==> config.mk <==
export PLATFORM = sky130hd
export DESIGN_NAME = multicycle_control_unit
export DESIGN_NICKNAME = d
export VERILOG_FILES = /design/src/rtl/multicycle_control_unit.sv
export SDC_FILE = /design/constraint.sdc
export NUM_CORES = 1
export LEC_CHECK = 0
export ABC_AREA = 1
export BUFFER_PORTS_ARGS = -buffer_cell sky130_fd_sc_hd__buf_2
export CORE_MARGIN = 2
export CORE_UTILIZATION = 25
export DETAILED_ROUTE_END_ITERATION = 6
export GPL_ROUTABILITY_DRIVEN = 1
export MAX_ROUTING_LAYER = met4
export PLACE_DENSITY = 0.53
export SYNTH_ARGS = -nofsm -noshare
export SYNTH_HDL_FRONTEND = slang
export SYNTH_SLANG_ARGS = --single-unit
==> constraint.sdc <==
create_clock -name clk -period 3.9 [get_ports clk]
set_clock_uncertainty 0.2 [all_clocks]
set_input_delay 0.585 -clock clk [delete_from_list [all_inputs] [get_ports clk]]
set_output_delay 0.585 -clock clk [all_outputs]
set_load 0.05 [all_outputs]
==> src/rtl/multicycle_control_unit.sv <==
// Multicycle FSM control unit: sequences IF/ID/EX/MEM/WB/HALT and decodes datapath controls.
// Latency: controls are combinational from state+instr; 2-5 cycles per instruction plus memory waits.
// Backpressure: IF and MEM hold, with requests asserted, until mem_ready is seen high.
module multicycle_control_unit #(
    parameter int WORD_SIZE = 16,
    parameter int CNT_WIDTH = 16
) (
    input  logic                 clk,
    input  logic                 reset_n,
    input  logic [WORD_SIZE-1:0] instr,
    input  logic                 mem_ready,
    output logic                 i_or_d,
    output logic                 mem_read,
    output logic                 mem_write,
    output logic                 ir_write,
    output logic                 pc_write,
    output logic                 pc_write_cond,
    output logic [1:0]           pc_source,
    output logic                 alu_src_a,
    output logic [1:0]           alu_src_b,
    output logic [2:0]           alu_op,
    output logic                 reg_write,
    output logic                 mem_to_reg,
    output logic                 pc_to_reg,
    output logic                 wwd,
    output logic                 is_halted,
    output logic [CNT_WIDTH-1:0] num_inst,
    output logic [2:0]           state
);

    localparam logic [2:0] S_IF   = 3'd0;
    localparam logic [2:0] S_ID   = 3'd1;
    localparam logic [2:0] S_EX   = 3'd2;
    localparam logic [2:0] S_MEM  = 3'd3;
    localparam logic [2:0] S_WB   = 3'd4;
    localparam logic [2:0] S_HALT = 3'd5;

    localparam logic [3:0] OP_BNE = 4'd0;
    localparam logic [3:0] OP_BEQ = 4'd1;
    localparam logic [3:0] OP_BGZ = 4'd2;
    localparam logic [3:0] OP_BLZ = 4'd3;
    localparam logic [3:0] OP_ADI = 4'd4;
    localparam logic [3:0] OP_ORI = 4'd5;
    localparam logic [3:0] OP_LHI = 4'd6;
    localparam logic [3:0] OP_LWD = 4'd7;
    localparam logic [3:0] OP_SWD = 4'd8;
    localparam logic [3:0] OP_JMP = 4'd9;
    localparam logic [3:0] OP_JAL = 4'd10;
    localparam logic [3:0] OP_R   = 4'd15;

    localparam logic [5:0] FN_JPR = 6'd25;
    localparam logic [5:0] FN_JRL = 6'd26;
    localparam logic [5:0] FN_WWD = 6'd28;
    localparam logic [5:0] FN_HLT = 6'd29;

    localparam logic [2:0] FUNC_ADD = 3'd0;
    localparam logic [2:0] FUNC_SUB = 3'd1;
    localparam logic [2:0] FUNC_ORR = 3'd3;
    localparam logic [2:0] FUNC_SHL = 3'd6;

    localparam logic [1:0] PC_NEXT = 2'd0;
    localparam logic [1:0] PC_BR   = 2'd1;
    localparam logic [1:0] PC_JUMP = 2'd2;
    localparam logic [1:0] PC_REG  = 2'd3;

    localparam logic [1:0] SRCB_RT   = 2'd0;
    localparam logic [1:0] SRCB_ONE  = 2'd1;
    localparam logic [1:0] SRCB_SEXT = 2'd2;
    localparam logic [1:0] SRCB_ZEXT = 2'd3;

    typedef struct packed {
        logic       i_or_d;
        logic       mem_read;
        logic       mem_write;
        logic       ir_write;
        logic       pc_write;
        logic       pc_write_cond;
        logic [1:0] pc_source;
        logic       alu_src_a;
        logic [1:0] alu_src_b;
        logic [2:0] alu_op;
        logic       reg_write;
        logic       mem_to_reg;
        logic       pc_to_reg;
        logic       wwd;
        logic       is_halted;
    } ctrl_t;

    logic [2:0]           state_q;
    logic [2:0]           state_d;
    logic [CNT_WIDTH-1:0] num_inst_q;
    logic                 count_en;
    ctrl_t                ctrl;
    ctrl_t                ctrl_out;

    logic [3:0] opcode;
    logic [5:0] func;
    logic       unused_instr_bits;

    assign opcode            = instr[WORD_SIZE-1 -: 4];
    assign func              = instr[5:0];
    assign unused_instr_bits = ^instr[WORD_SIZE-5:6];

    logic is_rtype, is_r_alu, is_jmp, is_jal, is_jpr, is_jrl, is_wwd, is_hlt;
    logic is_adi, is_ori, is_lhi, is_lwd, is_swd, is_branch, goes_to_ex;

    assign is_rtype   = (opcode == OP_R);
    assign is_r_alu   = is_rtype && (func[5:3] == 3'b000);
    assign is_jpr     = is_rtype && (func == FN_JPR);
    assign is_jrl     = is_rtype && (func == FN_JRL);
    assign is_wwd     = is_rtype && (func == FN_WWD);
    assign is_hlt     = is_rtype && (func == FN_HLT);
    assign is_jmp     = (opcode == OP_JMP);
    assign is_jal     = (opcode == OP_JAL);
    assign is_adi     = (opcode == OP_ADI);
    assign is_ori     = (opcode == OP_ORI);
    assign is_lhi     = (opcode == OP_LHI);
    assign is_lwd     = (opcode == OP_LWD);
    assign is_swd     = (opcode == OP_SWD);
    assign is_branch  = (opcode == OP_BNE) || (opcode == OP_BEQ) ||
                        (opcode == OP_BGZ) || (opcode == OP_BLZ);
    assign goes_to_ex = is_r_alu || is_adi || is_ori || is_lhi ||
                        is_lwd || is_swd || is_branch;

    always_ff @(posedge clk or negedge reset_n) begin
        if (!reset_n) begin
            state_q <= S_IF;
        end else begin
            state_q <= state_d;
        end
    end

    always_comb begin
        state_d = S_IF;
        case (state_q)
            S_IF:   state_d = mem_ready ? S_ID : S_IF;
            S_ID: begin
                if (is_hlt)          state_d = S_HALT;
                else if (goes_to_ex) state_d = S_EX;
                else                 state_d = S_IF;
            end
            S_EX: begin
                if (is_lwd || is_swd)                         state_d = S_MEM;
                else if (is_r_alu || is_adi || is_ori || is_lhi) state_d = S_WB;
                else                                          state_d = S_IF;
            end
            S_MEM: begin
                if (!mem_ready)  state_d = S_MEM;
                else if (is_lwd) state_d = S_WB;
                else             state_d = S_IF;
            end
            S_WB:   state_d = S_IF;
            S_HALT: state_d = S_HALT;
            default: state_d = S_IF;
        endcase
    end

    // An instruction retires on its last cycle; codes 6-7 recovering to IF do not retire anything.
    assign count_en = ((state_d == S_IF) &&
                       ((state_q == S_ID) || (state_q == S_EX) ||
                        (state_q == S_MEM) || (state_q == S_WB))) ||
                      ((state_q == S_ID) && (state_d == S_HALT));

    always_ff @(posedge clk or negedge reset_n) begin
        if (!reset_n) begin
            num_inst_q <= '0;
        end else if (count_en) begin
            num_inst_q <= num_inst_q + CNT_WIDTH'(1);
        end
    end

    always_comb begin
        ctrl = '0;
        case (state_q)
            S_IF: begin
                ctrl.mem_read = 1'b1;
                if (mem_ready) begin
                    ctrl.ir_write  = 1'b1;
                    ctrl.pc_write  = 1'b1;
                    ctrl.pc_source = PC_NEXT;
                    ctrl.alu_src_a = 1'b0;
                    ctrl.alu_src_b = SRCB_ONE;
                    ctrl.alu_op    = FUNC_ADD;
                end
            end
            S_ID: begin
                if (is_jmp || is_jal) begin
                    ctrl.pc_write  = 1'b1;
                    ctrl.pc_source = PC_JUMP;
                end
                if (is_jpr || is_jrl) begin
                    ctrl.pc_write  = 1'b1;
                    ctrl.pc_source = PC_REG;
                end
                if (is_jal || is_jrl) begin
                    ctrl.reg_write = 1'b1;
                    ctrl.pc_to_reg = 1'b1;
                end
                ctrl.wwd = is_wwd;
            end
            S_EX: begin
                ctrl.alu_src_a = 1'b1;
                if (is_r_alu) begin
                    // R-type func codes 0-7 share their encoding with the ALU op codes.
                    ctrl.alu_src_b = SRCB_RT;
                    ctrl.alu_op    = func[2:0];
                end else if (is_adi || is_lwd || is_swd) begin
                    ctrl.alu_src_b = SRCB_SEXT;
                    ctrl.alu_op    = FUNC_ADD;
                end else if (is_ori) begin
                    ctrl.alu_src_b = SRCB_ZEXT;
                    ctrl.alu_op    = FUNC_ORR;
                end else if (is_lhi) begin
                    ctrl.alu_src_b = SRCB_ZEXT;
                    ctrl.alu_op    = FUNC_SHL;
                end else if (is_branch) begin
                    ctrl.alu_src_b     = SRCB_RT;
                    ctrl.alu_op        = FUNC_SUB;
                    ctrl.pc_write_cond = 1'b1;
                    ctrl.pc_source     = PC_BR;
                end else begin
                    ctrl.alu_src_a = 1'b0;
                end
            end
            S_MEM: begin
                ctrl.i_or_d    = 1'b1;
                ctrl.mem_read  = is_lwd;
                ctrl.mem_write = is_swd;
            end
            S_WB: begin
                ctrl.reg_write  = 1'b1;
                ctrl.mem_to_reg = is_lwd;
            end
            S_HALT: ctrl.is_halted = 1'b1;
            default: ;
        endcase
    end

    // Reset must silence every control at once, not at the next edge.
    assign ctrl_out = reset_n ? ctrl : '0;

    assign i_or_d        = ctrl_out.i_or_d;
    assign mem_read      = ctrl_out.mem_read;
    assign mem_write     = ctrl_out.mem_write;
    assign ir_write      = ctrl_out.ir_write;
    assign pc_write      = ctrl_out.pc_write;
    assign pc_write_cond = ctrl_out.pc_write_cond;
    assign pc_source     = ctrl_out.pc_source;
    assign alu_src_a     = ctrl_out.alu_src_a;
    assign alu_src_b     = ctrl_out.alu_src_b;
    assign alu_op        = ctrl_out.alu_op;
    assign reg_write     = ctrl_out.reg_write;
    assign mem_to_reg    = ctrl_out.mem_to_reg;
    assign pc_to_reg     = ctrl_out.pc_to_reg;
    assign wwd           = ctrl_out.wwd;
    assign is_halted     = ctrl_out.is_halted;
    assign num_inst      = num_inst_q;
    assign state         = state_q;

endmodule
==> results.txt, run 1 <==
Arr. time, crit path = 1850 ps
Seq/Total Area, Yosys = 28.8%
Die Y = 85.3 um
placed cell count = 364
# setup viols final = 0
Crit path required time = 3120 ps
Cell Pwr Density = 515 mW/mm^2
starting density of the core = 25.9%
Num CTS Buffers = 3
Max-Cap Viols = 0
startpoint types = register
vias in the first global route = 1514
RD Place Congestion = 0.900
critical path type = register to output port
final worst path period share = 67.6%
port buffer count = 50
Fillers = 718
GRT Overall Usage = 12.4%
DRC viols = 0
CTS max path bufs = 2
Pins Over Slew Limit = 0
DR WL/cell = 11.5 um
area of the mapped netlist = 0.00165 mm^2
Die X = 85.3 um
setup TNS = 0 ps
fin cells = 368
share of layout cells above drive strength 1 = 32.0%
endpoints failing hold = 0
vias = 1647
register cell area after layout = 475 um^2
die area = 0.00727 mm^2
r2r worst-path depth = 8
unique cell type count in the Yosys netlist = 33
r2r startpoint = state[2]$_DFF_PN0_
first-pass GRT wire length = 7250 um
Clock transition at path regs = 70 ps
Post-CTS Setup Repair Bufs = 0
Site Rows = 29
H-tree lvl count = 1
DR vias/cell = 4.48
YS warnings = 0
Hold Buf Count CTS = 0
worst r2r dst = num_inst[7]$_DFFE_PN0P_
R2R setup slack = 1890 ps
# IOs = 57
Clock Sinks = 19
initial antenna violation count = 0
TritonCTS clock tree = built
Post-Syn Instances = 240
hpwl dp = 3250 um
Skew-Pair Late Insertion Delay = 260 ps
core area = 0.00639 mm^2
Slew headroom = 75.0%
Period minus WS final = 2640 ps
Max FO, Critical Path = 7
Mean Syn Cell Area = 6.88 um^2
Starting DRT DRC Count = 74
IR Drop Worst-Case VDD = 420 uV
Root Driver = clkbuf_8
Ant. Diodes = 0
status = completed
DRT Pass-1 Iters = 4
Post-Syn Nets = 260
RSZ-0062 raised after global routing = no
Hold Crit Class = primary input to asynchronous set/reset pin
nets = 312
GRT Residual Overflow = 0
Worst-Margin Slew = 373 ps
fmax = 379 MHz
multi-input logic area = 0.00103 mm^2
cell leakage power = 1.09 nW
Routed Antenna Nets = 0
Worst Setup End Kind = output port
largest net degree at the start of global routing = 22
P&R area growth vs syn = 21.6%
number of synthesized register bits = 19
final WL = 4220 um
cts repair resizes = 0
[metal layers]
metal  vias up  GRT usage, %  part of all wire [%]
met5         -             -                     0
met4         0          1.59                     0
met3         0          2.43                   5.1
met2        40          19.2                    45
met1       744          17.1                    50
li1        863             -                     -
[how the worst max path moves through the flow]
stage,startpoint,to,slack [ps],cells after the start
final,state[2]$_DFF_PN0_,pc_source[0],1260,4
after floorplan,instr[5],reg_write,920,7
after global placement,instr[5],reg_write,1330,9
after CTS,state[2]$_DFF_PN0_,pc_source[0],1250,4
after detailed placement,instr[5],reg_write,1350,9
after global routing,state[2]$_DFF_PN0_,pc_source[0],1150,4
[flip-flops by register name (all words and copies together), names as in the netlist]
signal,flops
state,3
num_inst,16
[through the flow]
stage                     power [W]  util (%)  area [um^2]  worst slack, ps  hold WS (ps)
after floorplan            0.000819         -         1650              919          89.4
after global placement     0.000899      30.7         1960             1330           298
after detailed placement   0.000906      30.7         1960             1350           304
after CTS                   0.00105      31.4         2010             1250           108
after global routing        0.00112      31.4         2010             1150           124
final                       0.00103      31.4         2010             1260           101
[layout make-up]
| cell class | count | share of cell area, % |
|---|---|---|
| flip-flops and latches | 19 | 23.7 |
| multi-input cells | 189 | 51.2 |
| repair buffers | 51 | 12.8 |
| inverters | 28 | 5.30 |
| clock buffers | 4 | 2.24 |
| well taps | 77 | 4.80 |
[power breakdown]
part	internal, W	total [W]	switching (W)	leakage (nW)
Clock	0.0000727	0.000140	0.0000669	0.0228
Combinational	0.000147	0.000617	0.000471	0.812
Sequential	0.000227	0.000278	0.0000501	0.258
[synthesized netlist by cell type]
cell | n | area (um^2)
nor2_8 | 1 | 20.0
dfrtp_1 | 19 | 475
a21oi_1 | 6 | 30.0
nand2_1 | 62 | 233
nor2_1 | 29 | 109
nand3_1 | 30 | 150
buf_4 | 1 | 7.51
o211ai_1 | 1 | 7.51
nand3b_1 | 1 | 7.51
nand2_4 | 2 | 22.5
nor2_2 | 5 | 31.3
ha_1 | 1 | 12.5
o22ai_1 | 1 | 6.26
nand2_2 | 14 | 87.6
nor3_1 | 5 | 25.0
nor2_4 | 1 | 11.3
or2_2 | 1 | 6.26
o21ai_0 | 2 | 10.0
nand3_2 | 5 | 50.1
nor3b_1 | 1 | 7.51
xor2_1 | 8 | 70.1
buf_6 | 1 | 11.3
xnor2_1 | 6 | 52.6
nor3_4 | 1 | 16.3
a21oi_4 | 1 | 16.3
nand4_1 | 3 | 18.8
buf_12 | 1 | 20.0
nand2_8 | 1 | 20.0
a31oi_1 | 1 | 6.26
inv_1 | 21 | 78.8
inv_2 | 6 | 22.5
clkinv_2 | 1 | 5.00
clkbuf_1 | 1 | 3.75
[kinds of logic after synthesis]
family	share of synthesized area (%)
compound gates	4.62
xor+xnor	7.42
fa+ha+maj	0.757
buf+inv	9.01
flops	28.8
simple gates	49.4
[cells in the final DEF, fill, tap and decap left out, types with 2 or more instances in the layout]
cell,netlist,routed
o21ai_0,2,2
dfrtp_1,19,19
nand2_1,62,62
nor2_1,29,29
xnor2_1,6,6
nor2_2,5,5
inv_2,6,6
xor2_1,8,8
inv_1,21,21
nand4_1,3,3
a21oi_1,6,6
nand3_1,30,30
nand2_2,14,14
nor3_1,5,5
buf_2,0,50
nand3_2,5,5
nand2_4,2,2
clkbuf_8,0,3
[worst max-delay path, cell delays in order (launching register included)]
cell     delay [ps]
dfrtp_1         490
nor3_4          410
nand2_1         200
o22ai_1         200
buf_2           290
No activity file was read; power rests on OpenSTA's default activity.
==> run 2: changes to the inputs <==
- PLACE_DENSITY: 0.53 -> 0.54
- clock period: 3.9 -> 2.12 ns (I/O delays scaled with it)
==> results.txt, run 2 (same netlist as run 1, synthesis figures left out) <==
met2 Use GR = 20.2% (+0.99 points)
die area = 0.00727 mm^2 (unchanged)
vias = 1684 (+2.2%)
worst r2r dst = num_inst[9]$_DFFE_PN0P_
first-pass GRT wire length = 7440 um (+2.6%)
slowest stage delay, CP = 440 ps (-50 ps)
Worst Setup End Kind = output port
core area = 0.00639 mm^2 (unchanged)
IR Drop Worst-Case VDD = 914 uV (+120%)
Buffers & Inverters on Critical Path = 2 (+1)
TritonCTS clock tree = built
P_int = 0.000963 W (+120%)
Pins Over Slew Limit = 0 (unchanged)
r2r startpoint = state[1]$_DFF_PN0_
commonest non-fill, non-tap cell in the layout = nand2_1
met1 Use GR = 17.4% (+0.30 points)
Period minus WS final = 2070 ps
largest net degree at the start of global routing = 20 (-9.1%)
critical-path cell list = nor3_4 -> buf_6 -> nand2_4 -> a21oi_4 -> buf_2
DRT Pass-1 Iters = 4 (unchanged)
GRT Overall Usage = 12.8% (+0.42 points)
DR WL/cell = 11.6 um (+0.84%)
Cell Pwr Density = 920 mW/mm^2 (+79%)
Skew-Pair Late Insertion Delay = 260 ps (about the same)
GRT Residual Overflow = 0 (unchanged)
Routed Antenna Nets = 0 (unchanged)
Logic pwr share = 64.1% (+4.4 points)
share of layout cells above drive strength 1 = 42.2% (+10 points)
Setup crit start = state[0]$_DFF_PN0_
Switching Share = 54.7% (-2.1 points)
port buffer count = 50 (unchanged)
CTS max path bufs = 2 (unchanged)
DRC viols = 0 (unchanged)
Num CTS Buffers = 3 (unchanged)
initial antenna violation count = 0 (unchanged)
register cell area after layout = 479 um^2 (+0.79%)
r2r worst-path depth = 11 (+3)
Clock transition at path regs = 70 ps (about the same)
Clock power frac = 12.0% (-1.5 points)
RSZ-0062 raised after global routing = yes
Die Y = 85.3 um (unchanged)
Clock Sinks = 19 (unchanged)
Max FO, Critical Path = 5 (-2)
Fillers = 690 (-3.9%)
vias in the first global route = 1558 (+2.9%)
dpl cell area = 0.00212 mm^2 (+8.2%)
RD Place Congestion = 0.852 (-5.3%)
Crit path required time = 1600 ps (-1520 ps)
final worst setup slack = 52.7 ps (-1210 ps)
cell class contributing the biggest share of worst-path delay = flip-flops
startpoint types = register
Worst path depth = 5 (+1)
cell leakage power = 1.17 nW (+7.4%)
critical path type = register to output port
gr busiest metal = met2
Ant. Diodes = 0 (unchanged)
max reg flops = 16 (unchanged)
Hold Crit Class = primary input to register
met3 usage = 1.95% (-0.49 points)
Max-Cap Viols = 0 (unchanged)
Post-Layout Inst Area = 0.00231 mm^2 (+15%)
nets = 324 (+3.8%)
capture point of the worst path = alu_src_b[1]
sw power = 0.00116 W (+98%)
Critical-path top delay cell = dfrtp_2
Slew headroom = 79.3% (+4.3 points)
fmax = 484 MHz
final worst path period share = 97.5%
most frequent cells in the layout = nand2_1, buf_2, nand3_1
Arr. time, crit path = 1550 ps (-300 ps)
DR vias/cell = 4.43 (-0.98%)
endpoints failing hold = 0 (unchanged)
Root Driver = clkbuf_8
P&R area growth vs syn = 40.0%
final hold slack = 287 ps (+186 ps)
starting density of the core = 25.9% (unchanged)
multi-input logic area = 0.00117 mm^2 (+14%)
# setup viols final = 0 (unchanged)
sequential share of power = 23.9% (-2.9 points)
H-tree lvl count = 1 (unchanged)
R2R setup slack = 140 ps (-1750 ps)
final WL = 4390 um (+4.1%)
status = completed
pre-CTS WS = 89.5 ps (-1260 ps)
Die X = 85.3 um (unchanged)
Worst-Margin Slew = 309 ps (-64.0 ps)
Site Rows = 29 (unchanged)
Starting DRT DRC Count = 62 (-16%)
# IOs = 57 (unchanged)
hpwl dp = 3400 um (+4.5%)
-- run 2: changes by cell type in the layout (fill, tap and decap cells not counted), sizes merged --
cell,before,now
buf,51,58
clkbuf,4,8
dlygate4sd3,0,1
-- run 2: final cells by class --
class	count	share of cell area (%)
Multi-Input combinational cell	189	50.4
Sequential cell	19	20.7
Timing Repair Buffer	63	18.1
Inverter	28	4.60
Tap cell	77	4.17
Clock buffer	4	1.95
-- run 2: worst min-delay path by stage --
stage	startpoint	end	depth (start not counted)
after global placement	reset_n	num_inst[13]$_DFFE_PN0P_	2
after global routing	mem_ready	state[0]$_DFF_PN0_	4
after detailed placement	reset_n	num_inst[13]$_DFFE_PN0P_	2
final	instr[1]	state[2]$_DFF_PN0_	4
after CTS	instr[1]	state[2]$_DFF_PN0_	4
after floorplan	reset_n	num_inst[0]$_DFFE_PN0P_	0
-- run 2: layer usage --
metal,routed length (um),vias to the layer above
li1,-,886
met1,2150,756
met2,2010,38
met3,166,4
met4,70,0
met5,0,-
-- run 2: per-stage QoR --
step / setup TNS (ps) / cells / power, W / utilization [%]
final: 0 / 380 / 0.00213 / 36.2
after global routing: -21.7 / 380 / 0.00228 / 36.2
after CTS: -0.151 / 377 / 0.00210 / 35.1
after detailed placement: 0 / 369 / 0.00178 / 33.2
after global placement: 0 / 369 / 0.00177 / 33.2
after floorplan: -29.7 / 240 / 0.00156 / -
-- run 2: power by group through the flow --
stage          Combinational [W]  Sequential (W)  Clock (W)
2_1_floorplan           0.000866        0.000692          0
3_3_place_gp             0.00126        0.000515          0
3_5_place_dp             0.00126        0.000518          0
4_1_cts                  0.00133        0.000507   0.000264
5_1_grt                  0.00148        0.000522   0.000280
6_report                 0.00136        0.000508   0.000255
-- run 2: timing repair --
| action | 4_1_cts | 5_1_grt |
|---|---|---|
| hold buffers | 1 | 0 |
| setup endpoints to repair | 11 | 25 |
| cloned | 0 | 0 |
| hold endpoints to repair | 19 | 0 |
| pin swaps | 1 | 1 |
| setup buffers | 3 | 3 |
| resized for setup | 13 | 15 |
-- run 2: tightest hold or removal path, cell delays in order --
cell and delay (ps):
buf_2 110, nor2_1 70, nand4_1 110, nand3_2 90
==> run 3: changes to the inputs <==
- BUFFER_PORTS_ARGS: -buffer_cell sky130_fd_sc_hd__buf_2 -> not set
- CAP_MARGIN: not set -> 10
- CORE_MARGIN: 2 -> not set
- DONT_BUFFER_PORTS: not set -> 1
- PLACE_DENSITY: 0.54 -> 0.47
==> results.txt, run 3 (same netlist as run 1, synthesis figures left out) <==
worst r2r dst = num_inst[15]$_DFFE_PN0P_
TritonCTS clock tree = built
Pins Over Slew Limit = 0 (unchanged)
final worst path period share = 99.8% (+2.3 points)
status = completed
RSZ-0062 raised after global routing = yes
RD Place Congestion = 0.812 (-4.7%)
commonest non-fill, non-tap cell in the layout = nand2_1
first-pass GRT wire length = 7830 um (+5.3%)
r2r worst-path depth = 9 (-2)
startpoint types = register
r2r startpoint = state[0]$_DFF_PN0_
Layout Utilization = 38.3% (+2.1 points)
Site Rows = 29 (unchanged)
Arr. time, crit path = 1600 ps (+50 ps)
Worst-Margin Slew = 923 ps (+614 ps)
Hold Crit Class = primary input to register
IR Drop Worst-Case VDD = 693 uV (-24%)
final WL = 4510 um (+2.5%)
slowest stage delay, CP = 450 ps (about the same)
P&R area growth vs syn = 47.2%
pre-CTS WS = 97.4 ps (+7.93 ps)
Num CTS Buffers = 3 (unchanged)
largest net degree at the start of global routing = 20 (unchanged)
Die X = 83.3 um (-2.3%)
hpwl dp = 3540 um (+4.2%)
DR vias/cell = 4.45 (+0.43%)
critical path type = register to output port
DRT Pass-1 Iters = 4 (unchanged)
# setup viols final = 0 (unchanged)
Slew headroom = 38.3% (-41 points)
Cell Pwr Density = 906 mW/mm^2 (-1.5%)
share of layout cells above drive strength 1 = 39.4% (-2.9 points)
vias in the first global route = 1643 (+5.5%)
R2R setup slack = 220 ps (+80 ps)
port buffer count = 0 (-100%)
endpoints failing hold = 0 (unchanged)
Root Driver = clkbuf_8
cell leakage power = 1.13 nW (-4.1%)
DRC viols = 0 (unchanged)
core area = 0.00635 mm^2 (-0.57%)
H-tree lvl count = 1 (unchanged)
starting density of the core = 26.0% (+0.15 points)
DR WL/cell = 12.4 um (+7.1%)
Crit path required time = 1600 ps (about the same)
Max FO, Critical Path = 5 (unchanged)
Clock Sinks = 19 (unchanged)
Pwr Total = 0.00220 W (+3.5%)
Worst Setup End Kind = output port
# IOs = 57 (unchanged)
GRT Residual Overflow = 0 (unchanged)
final worst setup slack = 4.27 ps (-48.4 ps)
Period minus WS final = 2120 ps (+48.4 ps)
max reg flops = 16 (unchanged)
WHS Endpoint = state[2]$_DFF_PN0_
Routed Antenna Nets = 0 (unchanged)
CTS max path bufs = 2 (unchanged)
critical-path cell list = nor3_4 -> buf_6 -> nand3_4 -> a21oi_4 -> buf_12
GRT Overall Usage = 14.1% (+1.4 points)
Die Y = 83.3 um (-2.3%)
fmax = 473 MHz (-2.3%)
Starting DRT DRC Count = 56 (-9.7%)
min-delay src = mem_ready
vias = 1620 (-3.8%)
die area = 0.00694 mm^2 (-4.6%)
Max-Cap Viols = 0 (unchanged)
hold path depth = 4 (unchanged)
initial antenna violation count = 0 (unchanged)
Skew-Pair Late Insertion Delay = 250 ps (about the same)
Clock transition at path regs = 70 ps (about the same)
Ant. Diodes = 0 (unchanged)
most frequent cells in the layout = nand2_1, buf_4, nand3_1
Critical-path top delay cell = dfrtp_2
nets = 308 (-4.9%)
==> run 3: cell count changes in the layout (fill, tap and decap cells not counted), sizes merged <==
cell	change
clkbuf	-4
buf	-12
==> run 3: worst max-delay path by stage <==
stage | to | depth (start not counted) | start | slack, ps
2_1_floorplan | reg_write | 5 | state[1]$_DFF_PN0_ | -30
3_3_place_gp | num_inst[15]$_DFFE_PN0P_ | 10 | state[1]$_DFF_PN0_ | 120
3_5_place_dp | num_inst[3]$_DFFE_PN0P_ | 10 | state[1]$_DFF_PN0_ | 100
4_1_cts | pc_source[0] | 6 | state[1]$_DFF_PN0_ | -0.2
5_1_grt | alu_op[1] | 5 | state[2]$_DFF_PN0_ | -40
6_report | alu_op[1] | 5 | state[2]$_DFF_PN0_ | 4
==> run 3: layout make-up <==
| cell class | instances | area [um^2] |
|---|---|---|
| multi-input combinational | 189 | 1180 |
| timing repair buffer | 47 | 520 |
| inverter | 28 | 106 |
| fill | 675 | 3920 |
| sequential | 19 | 479 |
| tap | 77 | 96.3 |
| clock buffer | 4 | 45.0 |
==> run 3: through the flow <==
step	instance area (um^2)	hold slack, ps	TNS [ps]	instances
floorplan	1760	-178	-29.7	240
global placement	2260	-177	0	354
detailed placement	2260	-177	0	354
CTS	2400	132	-0.154	363
global route	2430	145	-155	364
finish	2430	135	0	364
==> run 3: power breakdown <==
group | internal, W | switching, W
clock network | 0.000134 | 0.000117
logic | 0.000486 | 0.000972
registers | 0.000423 | 0.0000712
total | 0.00104 | 0.00116
==> run 3: critical path, delay by kind of cell (launching register included) <==
| kind | cells | cell delay, ps |
|---|---|---|
| compound gates | 1 | 180 |
| simple gates | 2 | 380 |
| buf+inv | 2 | 320 |
| flops | 1 | 450 |
==> run 3: metal layers <==
metal  track usage, %  wire length (um)
met5                -                 0
met4             1.41                14
met3             3.28               192
met2             23.5              2070
met1             18.1              2230
==> run 3: repair_timing <==
action	CTS	global route
setup buffers	4	1
endpoints found under the setup margin	10	8
pin swaps	4	6
hold buffers	1	0
resized for setup	10	6
endpoints found under the hold margin	19	0
